### src/rtl/i2s_pkg.sv
// Shared types and helpers for the I2S/TDM transmitter.
package i2s_pkg;

  typedef enum logic {
    I2S_PHILIPS = 1'b0,
    I2S_LJ      = 1'b1
  } i2s_mode_e;

  function automatic int frame_bits(input int channels, input int slot_w);
    return channels * slot_w;
  endfunction

endpackage

### src/rtl/i2s_tdm_transmitter_sclk_gen.sv
// Bit-clock divider: sclk is mclk/MCLK_DIV at 50% duty; fall_tick marks the last mclk cycle of each sclk high phase.
// No handshake; free-running from reset release, first fall_tick in cycle MCLK_DIV-1.
module i2s_sclk_gen #(
  parameter int MCLK_DIV = 4
) (
  input  logic mclk,
  input  logic rst,
  output logic sclk,
  output logic fall_tick
);
  localparam int CW = $clog2(MCLK_DIV);
  localparam logic [CW-1:0] RISE_AT = CW'(MCLK_DIV / 2 - 1);
  localparam logic [CW-1:0] FALL_AT = CW'(MCLK_DIV - 1);

  logic [CW-1:0] div_cnt_q, div_cnt_d;
  logic          sclk_q, sclk_d;

  always_comb begin
    div_cnt_d = (div_cnt_q == FALL_AT) ? '0 : div_cnt_q + CW'(1);
    sclk_d    = sclk_q;
    if (div_cnt_q == RISE_AT) begin
      sclk_d = 1'b1;
    end else if (div_cnt_q == FALL_AT) begin
      sclk_d = 1'b0;
    end
  end

  always_ff @(posedge mclk or posedge rst) begin
    if (rst) begin
      div_cnt_q <= '0;
      sclk_q    <= 1'b0;
    end else begin
      div_cnt_q <= div_cnt_d;
      sclk_q    <= sclk_d;
    end
  end

  assign sclk      = sclk_q;
  assign fall_tick = (div_cnt_q == FALL_AT);

endmodule

### src/rtl/i2s_tdm_transmitter.sv
// Multi-channel I2S/left-justified serialiser with a one-frame holding register; outputs update one mclk after each fall tick.
// s_ready is low while a frame waits in hold; an empty hold at a frame boundary sends zeros and pulses underrun.
module i2s_tdm_transmitter
  import i2s_pkg::*;
#(
  parameter int DATA_W   = 24,
  parameter int SLOT_W   = 32,
  parameter int CHANNELS = 2,
  parameter int MCLK_DIV = 4
) (
  input  logic                       mclk,
  input  logic                       rst,
  input  logic                       mode,
  input  logic [CHANNELS*DATA_W-1:0] s_data,
  input  logic                       s_valid,
  output logic                       s_ready,
  output logic                       sclk,
  output logic                       lrclk,
  output logic                       sdout,
  output logic                       underrun
);
  localparam int FRAME_BITS = frame_bits(CHANNELS, SLOT_W);
  localparam int BW         = $clog2(FRAME_BITS);
  localparam logic [BW-1:0] LAST_BIT    = BW'(FRAME_BITS - 1);
  localparam logic [BW-1:0] RIGHT_START = BW'((CHANNELS / 2) * SLOT_W);

  if (DATA_W < 8 || DATA_W > 32) begin : g_bad_data_w
    $error("DATA_W must be within 8..32");
  end
  if (SLOT_W < DATA_W) begin : g_bad_slot_w
    $error("SLOT_W must be at least DATA_W");
  end
  if (CHANNELS < 2 || CHANNELS > 8 || (CHANNELS % 2) != 0) begin : g_bad_channels
    $error("CHANNELS must be even and within 2..8");
  end
  if (MCLK_DIV < 2 || (MCLK_DIV % 2) != 0) begin : g_bad_mclk_div
    $error("MCLK_DIV must be even and at least 2");
  end

  logic fall_tick;

  i2s_sclk_gen #(
    .MCLK_DIV(MCLK_DIV)
  ) u_sclk_gen (
    .mclk     (mclk),
    .rst      (rst),
    .sclk     (sclk),
    .fall_tick(fall_tick)
  );

  logic [CHANNELS*DATA_W-1:0] hold_q, hold_d;
  logic                       hold_v_q, hold_v_d;
  logic [FRAME_BITS-1:0]      shift_q, shift_d;
  logic [BW-1:0]              bit_cnt_q, bit_cnt_d;
  i2s_mode_e                  mode_q, mode_d;
  logic                       dly_q, dly_d;
  logic                       lrclk_q, lrclk_d;
  logic                       sdout_q, sdout_d;
  logic                       underrun_q, underrun_d;

  logic [FRAME_BITS-1:0]      frame_fmt;
  logic                       boundary;
  logic                       lj_bit;

  // Slot 0 sits at the MSB end so the frame shifts out left to right; slot padding stays zero.
  always_comb begin
    frame_fmt = '0;
    for (int k = 0; k < CHANNELS; k++) begin
      frame_fmt[FRAME_BITS-1-k*SLOT_W -: DATA_W] = hold_q[k*DATA_W +: DATA_W];
    end
  end

  always_comb begin
    hold_d     = hold_q;
    hold_v_d   = hold_v_q;
    shift_d    = shift_q;
    bit_cnt_d  = bit_cnt_q;
    mode_d     = mode_q;
    dly_d      = dly_q;
    lrclk_d    = lrclk_q;
    sdout_d    = sdout_q;
    underrun_d = 1'b0;
    boundary   = 1'b0;
    lj_bit     = 1'b0;

    if (s_valid && !hold_v_q) begin
      hold_d   = s_data;
      hold_v_d = 1'b1;
    end

    if (fall_tick) begin
      boundary  = (bit_cnt_q == LAST_BIT);
      bit_cnt_d = boundary ? '0 : bit_cnt_q + BW'(1);
      if (boundary) begin
        if (hold_v_q) begin
          shift_d  = frame_fmt;
          hold_v_d = 1'b0;
          mode_d   = i2s_mode_e'(mode);
        end else begin
          shift_d    = '0;
          underrun_d = 1'b1;
        end
      end
      lj_bit  = shift_d[FRAME_BITS-1];
      shift_d = {shift_d[FRAME_BITS-2:0], 1'b0};
      // Philips format emits the bit from one sclk earlier, so frame bit 0 carries the previous frame's last bit.
      dly_d   = lj_bit;
      sdout_d = (mode_d == I2S_LJ) ? lj_bit : dly_q;
      lrclk_d = (bit_cnt_d >= RIGHT_START);
    end
  end

  always_ff @(posedge mclk or posedge rst) begin
    if (rst) begin
      hold_q     <= '0;
      hold_v_q   <= 1'b0;
      shift_q    <= '0;
      bit_cnt_q  <= LAST_BIT;
      mode_q     <= I2S_PHILIPS;
      dly_q      <= 1'b0;
      lrclk_q    <= 1'b0;
      sdout_q    <= 1'b0;
      underrun_q <= 1'b0;
    end else begin
      hold_q     <= hold_d;
      hold_v_q   <= hold_v_d;
      shift_q    <= shift_d;
      bit_cnt_q  <= bit_cnt_d;
      mode_q     <= mode_d;
      dly_q      <= dly_d;
      lrclk_q    <= lrclk_d;
      sdout_q    <= sdout_d;
      underrun_q <= underrun_d;
    end
  end

  assign s_ready  = !hold_v_q;
  assign lrclk    = lrclk_q;
  assign sdout    = sdout_q;
  assign underrun = underrun_q;

endmodule

### config.mk
export PLATFORM = sky130hd
export DESIGN_NAME = i2s_tdm_transmitter
export DESIGN_NICKNAME = d
export VERILOG_FILES = /design/src/rtl/i2s_pkg.sv /design/src/rtl/i2s_tdm_transmitter_sclk_gen.sv /design/src/rtl/i2s_tdm_transmitter.sv
export SDC_FILE = /design/constraint.sdc
export NUM_CORES = 1
export LEC_CHECK = 0
export ABC_CLOCK_PERIOD_IN_PS = 8900
export CORE_ASPECT_RATIO = 0.5
export CORE_MARGIN = 2
export CORE_UTILIZATION = 50
export CTS_CLUSTER_SIZE = 24
export DETAILED_ROUTE_END_ITERATION = 6
export DONT_BUFFER_PORTS = 1
export GPL_ROUTABILITY_DRIVEN = 0
export SLEW_MARGIN = 0
export SYNTH_ARGS = -nofsm -noshare
export SYNTH_HDL_FRONTEND = slang
export SYNTH_SLANG_ARGS = --single-unit
### constraint.sdc
create_clock -name mclk -period 8.9 [get_ports mclk]
set_input_delay 0.445 -clock mclk [delete_from_list [all_inputs] [get_ports mclk]]
set_output_delay 0.445 -clock mclk [all_outputs]
set_load 0.01 [all_outputs]
==> qor.csv <==
stage,metric,value,unit
run_status,status,finished clean,
global_route,antenna_found_initial,1,
synth,ys_seq_area_share,59.11,%
place,dp.cells,556,
route,ant_nets,0,
clock_tree,clkTransAtPathRegs,0.05,ns
route,wl,9682,µm
synth,syn_inst,456,
clock_tree,cts_resized,0,
global_route,grt_pass1_wl,16710,µm
cells_and_area,layout_common_cells,"111 x dfrtp_1, 57 x nand2_1, 51 x nor2_1",
power_and_ir_drop,power.total,1.493,mW
setup_path,worstSetupStartpointType,register,
clock_tree,cts_buffer_depth,2,
route,vias,3284,
synth,avgSynthCellArea,10.98,µm²
setup_path,cp-end-kind,register,
route,via_per_inst,5.585,
timing,max_slew_margin,29.56,%
flow_run,cap_violations,0,
clock_tree,postCtsHoldBufs,0,
clock_tree,cts_tree,yes,
route,drt-initial-drc-count,194,
route,first_pass_iters,7,
clock_tree,htree_levels,4,
power_and_ir_drop,power.leakage,2.333,nW
die,core_area,9603,µm²
global_route,grt_overflow_total,0,
clock_tree,clock_latency,0.40,ns
cells_and_area,fin_cells,588,
setup_path,worstPathRequired,9.18,ns
die,boundaryPins,57,
cells_and_area,fin_util,58.96,%
cells_and_area,diodes,0,
cells_and_area,nFillCells,773,
timing,fin_skew,0.01089,ns
die,die_h,74.77,µm
synth,ys_seq_elements,118,
timing,finalSetupTns,0,ns
setup_path,cp_max_fo,54,
synth,synth_top_area_share,55.96,%
global_route,grt_max_degree,116,
timing,rsz0062_at_grt,false,
cells_and_area,area_growth_syn_to_layout,13.04,%
clock_tree,post_cts_buffers,0,
synth,async_flop_share,100.0,%
timing,max_freq,0.4052,GHz
timing,whs,0.04408,ns
place,post-dp-hpwl,5794,µm
timing,drv_slew,0,
synth,syn_nets,511,
place,portBuffers,0,
timing,finalCritPeriodShare,27.73,%
setup_path,crit_arrival,2.75,ns
setup_path,regToRegStartpoint,hold_v_q$_DFF_PP0_,
cells_and_area,final_common_cell,dfrtp_1,
global_route,grt_pass1_vias,3398,
global_route,grtUsageMet1,26.26,%
synth,post-synth-top-area-cell,dfrtp_1,
route,drc_errors,0,
place,pre_cts_ws,6.387,ns
die,die_w,145.5,µm
setup_path,worstSetupPathType,reg -> reg,
synth,synthDistinctLibCells,36,
power_and_ir_drop,power.density,263.8,nW/µm²
timing,report.final.hold_viol_count,0,
cells_and_area,nets,495,
synth,ys_warn_count,0,
die,row_count,25,
timing,worst_pin_slew,1.057,ns
cells_and_area,drive_above_1_share,21.63,%
synth,synth_edf_count,0,
setup_path,r2r_end,hold_q[40]$_DFFE_PP0P_,
die,die-area,10880,µm²
setup_path,r2r_setup_slack,6.43,ns
global_route,gr-usage-all-layers,19.68,%
synth,synth_area,5009,µm²
global_route,grt-busiest-layer,met2,
cells_and_area,fin_area,5662,µm²
global_route,grt_use_met2,32.23,%
timing,setup_violations,0,
place,place_area,5029,µm²
timing,min_period,2.468,ns
power_and_ir_drop,irDropWorstVdd,0.0001888,V
setup_path,endpoint,hold_q[40]$_DFFE_PP0P_,
clock_tree,cts_buffers,17,
global_route,grtUsageMet3,6.061,%
setup_path,r2r_cells,3,
timing,fin_ws,6.432,ns
setup_path,cp-startpoint,hold_v_q$_DFF_PP0_,
synth,synth_area_leaders,"dfrtp_1 56%, mux2_2 11%, a31oi_1 5.9%",
synth,ys.flop_type,dfrtp_1,
hold_path,min_path_type,in -> async,
clock_tree,cts_root_buf,clkbuf_16,
route,wire_per_inst,16.47,µm
die,start_util,52.16,%
clock_tree,cts.sinks,118,
-- synth_stat cells, types with 4 or more instances --
cell type,n
clkbuf_1,16
buf_2,14
mux2_2,50
dfstp_2,6
a31oi_1,47
dfrtp_1,112
nand4_1,4
nand3_1,47
nand2_1,58
inv_1,7
nor2_1,51
o2bb2ai_1,9
-- logic make-up after synthesis --
logic type	synth area share, %
DFF	59.11
buffers and inverters	4.472
adders and majority gates	0.7495
xor gates and xnor gates	0.5247
AOI/OAI and AO/OA	9.068
and+or+nand+nor	14.64
muxes	11.44
-- where the power goes --
part           internal (mW)  switching [mW]  total [mW]
logic                 0.0662          0.0349       0.101
clock network          0.483           0.233       0.716
registers              0.622          0.0534       0.676
-- state kept, by name (all words and copies together), names as in the netlist --
signal	cells
shift_q	55
hold_q	48
bit_cnt_q	6
u_sclk_gen.div_cnt_q	2
dly_q	1
hold_v_q	1
lrclk	1
mode_q	1
sdout	1
u_sclk_gen.sclk	1
underrun	1
-- area by class of cell --
| type | count | area, µm² | area share [%] |
|---|---|---|---|
| Inverter | 7 | 28.78 | 0.5083 |
| Clock buffer | 20 | 456.7 | 8.066 |
| Sequential cell | 118 | 2962 | 52.31 |
| Tap cell | 135 | 168.9 | 2.983 |
| Multi-Input combinational cell | 293 | 1847 | 32.62 |
| Timing Repair Buffer | 3 | 22.52 | 0.3978 |
| Clock inverter | 12 | 176.4 | 3.116 |
-- how the worst min path moves through the flow --
stage,startpoint,slack (ns),end
2_1_floorplan,u_sclk_gen.div_cnt_q[0]$_DFF_PP0_,0.43,u_sclk_gen.div_cnt_q[0]$_DFF_PP0_
3_3_place_gp,shift_q[33]$_DFFE_PP0P_,0.47,shift_q[33]$_DFFE_PP0P_
3_5_place_dp,shift_q[33]$_DFFE_PP0P_,0.47,shift_q[33]$_DFFE_PP0P_
4_1_cts,rst,0.08,hold_q[8]$_DFFE_PP0P_
5_1_grt,rst,0.11,hold_q[9]$_DFFE_PP0P_
6_report,rst,0.04,hold_q[10]$_DFFE_PP0P_
-- worst max-delay path: stages, from the launching register on --
cell and delay [ns]:
dfrtp_2 0.77, nor2b_4 0.76, buf_4 0.42, mux2_2 0.38
-- metal layers --
metal | routed length, µm | up-vias
met2 | 4585 | 68
met4 | 51 | 0
met5 | 0 | -
li1 | - | 1560
met1 | 4682 | 1645
met3 | 363 | 11
Note: power is estimated with default switching activity, not from simulation.
